**config.mk**
```make
export PLATFORM = sky130hd
export DESIGN_NAME = mem_access_ctrl_flat
export DESIGN_NICKNAME = d
export VERILOG_FILES = /design/src/rtl/mem_ctrl_pkg.sv /design/src/rtl/mem_access_ctrl_if.sv /design/src/rtl/lsu_lane_align.sv /design/src/rtl/mem_access_ctrl.sv /design/src/flat_wrapper.sv
export SDC_FILE = /design/constraint.sdc
export NUM_CORES = 1
export LEC_CHECK = 0
export CORE_MARGIN = 5
export CORE_UTILIZATION = 35
export DETAILED_ROUTE_END_ITERATION = 12
export PLACE_DENSITY_LB_ADDON = 0.2
export SETUP_SLACK_MARGIN = 0.15
export SLEW_MARGIN = 0
export SYNTH_ARGS = -nofsm -noshare
export SYNTH_HDL_FRONTEND = slang
export SYNTH_SLANG_ARGS = --single-unit
```
**constraint.sdc**
```tcl
create_clock -name CLK -period 3.04 [get_ports CLK]
set_clock_uncertainty 0.2 [all_clocks]
set_input_delay 0.608 -clock CLK [delete_from_list [all_inputs] [get_ports CLK]]
set_output_delay 0.608 -clock CLK [all_outputs]
set_load 0.01 [all_outputs]
```
**src/rtl/mem_ctrl_pkg.sv**
```systemverilog
// rtl/mem_ctrl_pkg.sv - shared state encoding, funct3 codes and access legality check
package mem_ctrl_pkg;

    typedef enum logic [1:0] {
        ST_IDLE  = 2'd0,
        ST_READ  = 2'd1,
        ST_WRITE = 2'd2,
        ST_RESP  = 2'd3
    } state_e;

    localparam logic [2:0] F3_B  = 3'b000;
    localparam logic [2:0] F3_H  = 3'b001;
    localparam logic [2:0] F3_W  = 3'b010;
    localparam logic [2:0] F3_BU = 3'b100;
    localparam logic [2:0] F3_HU = 3'b101;

    // Any address bit above the memory's byte span makes the access out of range.
    function automatic logic access_fault(
        input logic        we,
        input logic [2:0]  funct3,
        input logic [31:0] addr,
        input int          word_addr_w
    );
        logic illegal;
        logic misaligned;
        logic out_of_range;
        if (we) begin
            illegal = !(funct3 inside {F3_B, F3_H, F3_W});
        end else begin
            illegal = !(funct3 inside {F3_B, F3_H, F3_W, F3_BU, F3_HU});
        end
        misaligned = ((funct3 == F3_H || funct3 == F3_HU) && addr[0])
                   || ((funct3 == F3_W) && (addr[1:0] != 2'b00));
        out_of_range = (addr >> (word_addr_w + 2)) != 32'd0;
        return illegal | misaligned | out_of_range;
    endfunction

endpackage

```
**src/rtl/mem_access_ctrl_if.sv**
```systemverilog
// rtl/mem_access_ctrl_if.sv - request/response and Data_Memory signal bundle
interface mem_access_ctrl_if;
    logic        req_valid;
    logic        req_ready;
    logic        req_we;
    logic [2:0]  req_funct3;
    logic [31:0] req_addr;
    logic [31:0] req_wdata;
    logic        rsp_valid;
    logic [31:0] rsp_rdata;
    logic        rsp_fault;
    logic [31:0] mem_addr;
    logic [31:0] mem_wd;
    logic        mem_we;
    logic [31:0] mem_rd;

    modport slave (
        input  req_valid, req_we, req_funct3, req_addr, req_wdata, mem_rd,
        output req_ready, rsp_valid, rsp_rdata, rsp_fault, mem_addr, mem_wd, mem_we
    );

    modport master (
        output req_valid, req_we, req_funct3, req_addr, req_wdata, mem_rd,
        input  req_ready, rsp_valid, rsp_rdata, rsp_fault, mem_addr, mem_wd, mem_we
    );
endinterface

```
**src/rtl/lsu_lane_align.sv**
```systemverilog
// rtl/lsu_lane_align.sv - little-endian load lane extract/extend and store lane merge
module lsu_lane_align
    import mem_ctrl_pkg::*;
(
    input  logic [2:0]  funct3,
    input  logic [1:0]  addr_lo,
    input  logic [31:0] load_word,
    input  logic [31:0] store_base,
    input  logic [31:0] store_wdata,
    output logic [31:0] load_data,
    output logic [31:0] store_data
);

    logic [7:0]  ld_byte;
    logic [15:0] ld_half;

    always_comb begin
        ld_byte = load_word[{addr_lo, 3'b000} +: 8];
        ld_half = load_word[{addr_lo[1], 4'b0000} +: 16];
        case (funct3)
            F3_B:    load_data = {{24{ld_byte[7]}}, ld_byte};
            F3_BU:   load_data = {24'd0, ld_byte};
            F3_H:    load_data = {{16{ld_half[15]}}, ld_half};
            F3_HU:   load_data = {16'd0, ld_half};
            default: load_data = load_word;
        endcase
    end

    // Sub-word stores keep the untouched lanes of the word read back from memory.
    always_comb begin
        store_data = store_base;
        case (funct3)
            F3_B:    store_data[{addr_lo, 3'b000} +: 8]      = store_wdata[7:0];
            F3_H:    store_data[{addr_lo[1], 4'b0000} +: 16] = store_wdata[15:0];
            default: store_data = store_wdata;
        endcase
    end

endmodule

```
**src/rtl/mem_access_ctrl.sv**
```systemverilog
// rtl/mem_access_ctrl.sv - load/store sequencer with read-modify-write for sub-word stores
module mem_access_ctrl
    import mem_ctrl_pkg::*;
#(
    parameter int WORD_ADDR_W = 16,
    parameter int DATA_W      = 32
) (
    input  logic              CLK,
    input  logic              RST,
    mem_access_ctrl_if.slave  bus
);

    state_e              state_q, state_d;
    logic                we_q, we_d;
    logic [2:0]          funct3_q, funct3_d;
    logic [1:0]          addr_lo_q, addr_lo_d;
    logic [DATA_W-1:0]   wdata_q, wdata_d;
    logic [DATA_W-1:0]   word_q, word_d;
    logic [DATA_W-1:0]   rsp_rdata_q, rsp_rdata_d;
    logic                rsp_fault_q, rsp_fault_d;
    logic [31:0]         mem_addr_q, mem_addr_d;

    logic                req_fault;
    logic [31:0]         load_data;
    logic [31:0]         store_data;

    lsu_lane_align u_align (
        .funct3      (funct3_q),
        .addr_lo     (addr_lo_q),
        .load_word   (bus.mem_rd),
        .store_base  (word_q),
        .store_wdata (wdata_q),
        .load_data   (load_data),
        .store_data  (store_data)
    );

    always_comb begin
        req_fault = access_fault(bus.req_we, bus.req_funct3, bus.req_addr, WORD_ADDR_W);
    end

    always_comb begin
        state_d     = state_q;
        we_d        = we_q;
        funct3_d    = funct3_q;
        addr_lo_d   = addr_lo_q;
        wdata_d     = wdata_q;
        word_d      = word_q;
        rsp_rdata_d = rsp_rdata_q;
        rsp_fault_d = rsp_fault_q;
        mem_addr_d  = mem_addr_q;
        case (state_q)
            ST_IDLE: begin
                if (bus.req_valid) begin
                    we_d        = bus.req_we;
                    funct3_d    = bus.req_funct3;
                    addr_lo_d   = bus.req_addr[1:0];
                    wdata_d     = bus.req_wdata;
                    mem_addr_d  = {{(32-WORD_ADDR_W){1'b0}}, bus.req_addr[WORD_ADDR_W+1:2]};
                    rsp_rdata_d = '0;
                    rsp_fault_d = req_fault;
                    // Faults skip memory entirely; only sub-word stores need the read pass.
                    if (req_fault) begin
                        state_d = ST_RESP;
                    end else if (bus.req_we && (bus.req_funct3 == F3_W)) begin
                        state_d = ST_WRITE;
                    end else begin
                        state_d = ST_READ;
                    end
                end
            end
            ST_READ: begin
                word_d = bus.mem_rd;
                if (we_q) begin
                    state_d = ST_WRITE;
                end else begin
                    rsp_rdata_d = load_data;
                    state_d     = ST_RESP;
                end
            end
            ST_WRITE: state_d = ST_RESP;
            ST_RESP:  state_d = ST_IDLE;
            default:  state_d = ST_IDLE;
        endcase
    end

    always_ff @(posedge CLK) begin
        if (RST) begin
            state_q     <= ST_IDLE;
            we_q        <= 1'b0;
            funct3_q    <= '0;
            addr_lo_q   <= '0;
            wdata_q     <= '0;
            word_q      <= '0;
            rsp_rdata_q <= '0;
            rsp_fault_q <= 1'b0;
            mem_addr_q  <= '0;
        end else begin
            state_q     <= state_d;
            we_q        <= we_d;
            funct3_q    <= funct3_d;
            addr_lo_q   <= addr_lo_d;
            wdata_q     <= wdata_d;
            word_q      <= word_d;
            rsp_rdata_q <= rsp_rdata_d;
            rsp_fault_q <= rsp_fault_d;
            mem_addr_q  <= mem_addr_d;
        end
    end

    // Gating with RST lets a reset in the WRITE/RESP cycle cancel the write or response.
    assign bus.req_ready = (state_q == ST_IDLE);
    assign bus.rsp_valid = (state_q == ST_RESP) && !RST;
    assign bus.rsp_rdata = rsp_rdata_q;
    assign bus.rsp_fault = rsp_fault_q;
    assign bus.mem_addr  = mem_addr_q;
    assign bus.mem_wd    = store_data;
    assign bus.mem_we    = (state_q == ST_WRITE) && !RST;

endmodule

```
**src/flat_wrapper.sv**
```systemverilog
// flat-port wrapper written by rule: the top's interface ports become plain ports
module mem_access_ctrl_flat import mem_ctrl_pkg::*;
#(
    parameter int WORD_ADDR_W = 16,
    parameter int DATA_W      = 32
)
  (CLK, RST, bus_req_valid, bus_req_we, bus_req_funct3, bus_req_addr, bus_req_wdata, bus_mem_rd, bus_req_ready, bus_rsp_valid, bus_rsp_rdata, bus_rsp_fault, bus_mem_addr, bus_mem_wd, bus_mem_we);
  mem_access_ctrl_if bus_i ();
  input  logic CLK;
  input  logic RST;
  input wire logic [$bits(bus_i.req_valid)-1:0] bus_req_valid;
  input wire logic [$bits(bus_i.req_we)-1:0] bus_req_we;
  input wire logic [$bits(bus_i.req_funct3)-1:0] bus_req_funct3;
  input wire logic [$bits(bus_i.req_addr)-1:0] bus_req_addr;
  input wire logic [$bits(bus_i.req_wdata)-1:0] bus_req_wdata;
  input wire logic [$bits(bus_i.mem_rd)-1:0] bus_mem_rd;
  output wire logic [$bits(bus_i.req_ready)-1:0] bus_req_ready;
  output wire logic [$bits(bus_i.rsp_valid)-1:0] bus_rsp_valid;
  output wire logic [$bits(bus_i.rsp_rdata)-1:0] bus_rsp_rdata;
  output wire logic [$bits(bus_i.rsp_fault)-1:0] bus_rsp_fault;
  output wire logic [$bits(bus_i.mem_addr)-1:0] bus_mem_addr;
  output wire logic [$bits(bus_i.mem_wd)-1:0] bus_mem_wd;
  output wire logic [$bits(bus_i.mem_we)-1:0] bus_mem_we;
  assign bus_i.req_valid = bus_req_valid;
  assign bus_i.req_we = bus_req_we;
  assign bus_i.req_funct3 = bus_req_funct3;
  assign bus_i.req_addr = bus_req_addr;
  assign bus_i.req_wdata = bus_req_wdata;
  assign bus_i.mem_rd = bus_mem_rd;
  assign bus_req_ready = bus_i.req_ready;
  assign bus_rsp_valid = bus_i.rsp_valid;
  assign bus_rsp_rdata = bus_i.rsp_rdata;
  assign bus_rsp_fault = bus_i.rsp_fault;
  assign bus_mem_addr = bus_i.mem_addr;
  assign bus_mem_wd = bus_i.mem_wd;
  assign bus_mem_we = bus_i.mem_we;
  mem_access_ctrl #(.WORD_ADDR_W(WORD_ADDR_W), .DATA_W(DATA_W)) u_core (.CLK(CLK), .RST(RST), .bus(bus_i));
endmodule
```
**Yosys cells after proc, flatten, opt, wreduce, memory -nomap -nowiden**

Cells that the tools add are included.

- Output and inout bits: 100
- Flip-flop bits (word level): 121
- Bits of input ports: 103
- Logic and storage cells: 64

- Equal/unequal tests: 12
- Reductions and logical operators: 20
- Bitwise logic cells: 2
- $add $sub $neg: 2
- Multiplexer cells: 13
- Shift operators: 6

Operators with widths:

| cell | number |
|---|---|
| 32-bit case mux with 2 select lines | 2 |
| 32-bit case mux with 4 select lines | 1 |
| 32-bit bitwise mux | 2 |
| 32-bit two-way mux | 2 |
| 32-bit nonzero test | 1 |
| 16-bit by 7-bit variable shift with 32-bit output, first input constant | 1 |
| 8-bit by 7-bit variable shift with 32-bit output, first input constant | 1 |
| 16-bit by 7-bit variable part select with 32-bit output | 1 |
| 32-bit by 6-bit variable part select with 16-bit output | 1 |
| 32-bit by 6-bit variable part select with 8-bit output | 1 |
| 8-bit by 7-bit variable part select with 32-bit output | 1 |
| 5-bit negator with 7-bit output | 2 |
| 3-bit == test, second input constant | 4 |
| 2-bit case mux with 4 select lines | 1 |
| 3-bit by 1-bit == test with 1-bit output, second input constant | 2 |
| 3-bit logical NOT | 2 |
| 2-bit two-way mux | 3 |
| 1-bit logical AND | 5 |
| 5-bit nonzero test | 1 |
| 2-bit == test, second input constant | 2 |
| 2-bit != test, second input constant | 2 |
| 2-bit nonzero test | 2 |
| 3-bit by 2-bit == test with 1-bit output, second input constant | 1 |
| 1-bit logical NOT | 3 |
| 8 further kinds | 11 |

**Longest topological paths before layout**

- Depth in word-level cells: 9
- Gate-level depth with buffers: 9
- Depth with buffers taken out: 6

**Cells and area by module**

A second synthesis with hierarchy kept.

- Cells, all modules: 787
- Area, all modules: 6268.5 µm²

Modules (own cells, without submodules):

| module | sequential area each (µm²) | times used | cells an instance | area an instance (µm²) |
|---|---|---|---|---|
| mem_access_ctrl | 2422.3 | 1 | 535 | 4533.1 |
| lsu_lane_align | 0.0 | 1 | 252 | 1735.4 |

**Worst setup path after synthesis**

Ideal clock, no wire load.

- Path type: flip-flop to output port
- From: register u_core.addr_lo_q[1]
- To: output port bus_mem_wd[24]
- Path buffers: 2
- Required time: 2.232 ns
- Arrival time: 2.132 ns
- Setup slack: 0.100 ns
- Stages on the path, launching flop included: 8
- Cells stage by stage: dfxtp_1 buf_2 inv_1 clkbuf_1 ha_1 nor4_2 a221o_1 a22o_1

- Longest elaborated chain between the ends: 4
- Elaborated cells between the ends (all ways): 9
- Classes of those cells: 2 x add/sub; 4 x shift; 3 x mux

RTL lines:

| item | line | text |
|---|---|---|
| start, declared | mem_access_ctrl.sv:16 | `logic [1:0] addr_lo_q, addr_lo_d;` |
| start signal, assigned | mem_access_ctrl.sv:101 | `addr_lo_q <= addr_lo_d;` |
| 5-bit negator with 7-bit output, on equally long branches | lsu_lane_align.sv:34, lsu_lane_align.sv:33 |  |
| 16-bit by 7-bit variable part select with 32-bit output (tied with other cells) | lsu_lane_align.sv:34 | `F3_H: store_data[{addr_lo[1], 4'b0000} +: 16] = store_wdata[15:0];` |
| 32-bit bitwise mux, on equally long branches | lsu_lane_align.sv:34, lsu_lane_align.sv:33 |  |
| 32-bit case mux with 2 select lines (*) | lsu_lane_align.sv:32 | `case (funct3)` |
| end, declared | flat_wrapper.sv:22 | `output wire logic [$bits(bus_i.mem_wd)-1:0] bus_mem_wd;` |

Mark *: on every way between the ends. The rest lies on a longest branch, timed or not.

**Final worst setup path**

- From: register u_core.addr_lo_q[0]
- To: output port bus_mem_wd[22]

- Longest elaborated chain between the ends: 4
- Elaborated cells between the ends (all ways): 5
- Classes of those cells: 1 x add/sub; 2 x shift; 2 x mux

RTL lines:

| item | line | text |
|---|---|---|
| 5-bit negator with 7-bit output (*) | lsu_lane_align.sv:33 | `F3_B: store_data[{addr_lo, 3'b000} +: 8] = store_wdata[7:0];` |
| 8-bit by 7-bit variable part select with 32-bit output / 8-bit by 7-bit variable shift with 32-bit output (equally long branches) | lsu_lane_align.sv:33 |  |
| 32-bit bitwise mux (*) | lsu_lane_align.sv:33 |  |
| 32-bit case mux with 2 select lines (*) | lsu_lane_align.sv:32 |  |

Marked as above.

==> flow_summary.yaml <==
setup_path:
  rrSetupSlack_ns: 0.61
  cp_max_fo: 5
  crit_path_end_kind: "output pin"
  cp_top_family: "buffers and inverters"
  arrival_ns: 2.16
  cp_slowest_stage_delay_ns: 0.35
  critPathBufInv: 3
  path_cells: "inv_4, ha_2, nand4bb_4, o21ai_4, buf_4, a221oi_1, nor2_1, dlygate4sd2_1"
  start_kind: "register"
  crit_type: "register to output pin"
  worstPathRequired_ns: 2.23
  critPathSlowestCell: "dfxtp_4"
  r2r_start: "u_core.state_q[0]"
  startpoint: "u_core.addr_lo_q[0]"
yosys:
  synth.most_common_cell: "nand2_1"
  synth-edff-count: 0
  synthTopCellsByArea: "dfxtp_1, nand2_1, mux2i_1, a21oi_1, a221o_1"
  synth_top_area_share: 0.416
  synth.avg_cell_area_um2: 8.55
  yosysTopAreaCell: "dfxtp_1"
  synth_common_cells: "nand2_1, dfxtp_1, a21oi_1, nor2_1, mux2i_1"
  seq_area_frac_synth: 0.416
  synth_ff_type: "dfxtp_1"
  async_flop_share: 0
  synth_cells: 681
  yosysWarnings: 0
  synth-seq-cells: 121
  synth_cell_types: 55
  synth_area_um2: 5820
grt:
  antenna_found_initial: 0
  grt.overflow.total: 0
  grt_pass1_wl_um: 32400
  grt_util_all_layers: 0.209
  grt_max_degree: 68
  grt_pass1_vias: 5847
sta:
  fin_tns_setup_ns: 0
  slew_violations: 0
  timing.fmax_mhz: 337
  min_period_over_period: 0.975
  rsz0062_at_grt: "true"
  setup_viol: 0
  tightestPinTransition_ns: 1.17
  slew_headroom: 0.216
  period_needed_ns: 2.96
  hold_viol: 0
cts:
  ctsHtreeMaxLevel: 4
  cts_sinks: 121
  clk_pin_slew_worst_paths_ns: 0.06
  clock_latency_ns: 0.41
  cts_root_buffer: "clkbuf_16"
  cts_tree: "done"
  cts_made_buffers: 17
  clockBufferDepth: 2
floorplanning:
  die_x_um: 139
  die_height_um: 139
  ioPinCount: 203
  core_area_um2: 16500
  start_util: 0.353
  fp-row-count: 47
  dieArea_um2: 19300
place:
  globalplace.congestion: 0.935
  placedCellCount: 1069
  place.port_buffers: 186
  place_hpwl_um: 15700
final_layout:
  post-route-util: 0.528
  diodes: 0
  final_nets: 993
  drive_gt1_frac: 0.139
  area_delta_synth_final_pct: 49.4
  final_cells: 1113
  fill_cells: 1512
  regArea_um2: 2430
  multiInputGateArea_um2: 3220
route:
  final_antenna_net_count: 0
  via_per_inst: 5.29
  drtIter0Drc: 453
  via_count: 5884
  wl_um: 20900
  drc: 0
  wl_per_cell_um: 18.8
  dr.pass1.iters: 5
pwr:
  ir_drop_uv: 494
  pwr-share-comb: 0.409
  power_frac_seq: 0.318
  p_int_mw: 4.35
  p_leak_nw: 3.42
  switching_share: 0.365
  power_density_nw_per_um2: 788
  clkPwrFrac: 0.273
  power_switching_mw: 2.50
min_path:
  hold_path_class: "register to register"
  hp-start: "u_core.bus.mem_addr[4]"
run_status:
  status: "finished clean"
flow_run:
  drv_cap: 0
## timing repair
| action | 4_1_cts | 5_1_grt |
|---|---|---|
| gates resized for setup | 98 | 25 |
| pin swaps | 14 | 7 |
| hold buffers | 0 | 0 |
| endpoints found under the setup margin | 32 | 29 |
| buffers inserted | 12 | 1 |
| endpoints found under the hold margin | 0 | 0 |
## final cells by class
| type | instances | area share |
|---|---|---|
| Tap cell | 220 | 0.0317 |
| Timing Repair Buffer | 230 | 0.250 |
| Sequential cell | 121 | 0.280 |
| Multi-Input combinational cell | 502 | 0.371 |
| Inverter | 9 | 0.00460 |
| Clock buffer | 17 | 0.0489 |
| Clock inverter | 14 | 0.0148 |
## worst reg2reg max path, stage by stage, from the launching register on
cell	delay (ns)
dfxtp_1	0.39
inv_1	0.08
ha_1	0.27
nand2b_1	0.14
nand2_1	0.10
nor2_1	0.89
a221o_1	0.30
## layer usage
metal,part of all wire,global-route usage,up-vias
met5,0,0,-
li1,-,-,2815
met2,0.46,0.334,260
met4,0.030,0.0762,0
met3,0.076,0.0634,41
met1,0.43,0.269,2768
## through the flow
stage | cell area (µm²) | power (mW) | hold WS, ns | setup WS, ns
after floorplan | 5890 | 3.70 | 0.237 | 0.207
after global placement | 7950 | 4.91 | 0.243 | 0.0387
after detailed placement | 7950 | 4.97 | 0.248 | -0.0412
after CTS | 8620 | 6.85 | 0.255 | -0.0897
after global routing | 8690 | 7.23 | 0.266 | 0.00177
final | 8690 | 6.85 | 0.253 | 0.0751
## power groups by stage
stage | Clock [mW] | Combinational [mW] | Sequential (mW)
2_1_floorplan | 0 | 1.56 | 2.14
3_3_place_gp | 0 | 2.72 | 2.19
3_5_place_dp | 0 | 2.77 | 2.19
4_1_cts | 1.90 | 2.78 | 2.17
5_1_grt | 1.98 | 3.05 | 2.21
6_report | 1.87 | 2.80 | 2.18
## final timing paths
kind / cells past startpoint / endpoint
max: 8 / bus_mem_wd[22]
min: 2 / u_core.bus.mem_addr[4]
max reg2reg: 6 / u_core.bus.rsp_rdata[24]
min reg2reg: 2 / u_core.bus.mem_addr[4]
## logic make-up after synthesis
family	after synthesis	share of synthesized area
adder cells (fa/ha/maj)	9	0.0193
flip-flops	121	0.416
AO/OA/AOI/OAI	183	0.227
other	1	0.000644
AND/OR/NAND/NOR	244	0.186
buffers and inverters	73	0.0628
multiplexers	50	0.0879
## cell usage in the layout, fill, tap and decap left out, types with 5 or more instances in the layout
| cell | count |
|---|---|
| dlymetal6s2s_1 | 8 |
| nor2b_1 | 7 |
| clkdlybuf4s50_1 | 153 |
| a221o_1 | 25 |
| a22oi_1 | 7 |
| o2bb2ai_1 | 7 |
| inv_1 | 5 |
| a221oi_1 | 7 |
| dfxtp_1 | 118 |
| or3_1 | 14 |
| nand2_1 | 128 |
| a32o_1 | 8 |
| buf_2 | 16 |
| a21oi_1 | 68 |
| mux2i_1 | 47 |
| o221ai_1 | 8 |
| clkbuf_16 | 17 |
| conb_1 | 16 |
| buf_6 | 8 |
| dlygate4sd2_1 | 6 |
| nor2_1 | 55 |
| buf_4 | 34 |
| clkinv_4 | 6 |
| a31oi_1 | 8 |
| a22o_1 | 15 |
| o21ai_0 | 10 |
| nand2b_1 | 16 |
## registers in the layout, indices dropped and copies added (netlist names)
register	cells
u_core.bus.rsp_rdata	32
u_core.wdata_q	32
u_core.word_q	32
u_core.bus.mem_addr	16
u_core.funct3_q	3
u_core.addr_lo_q	2
u_core.state_q	2
u_core.bus.rsp_fault	1
u_core.we_q	1
No activity file was read; power rests on OpenSTA's default activity.
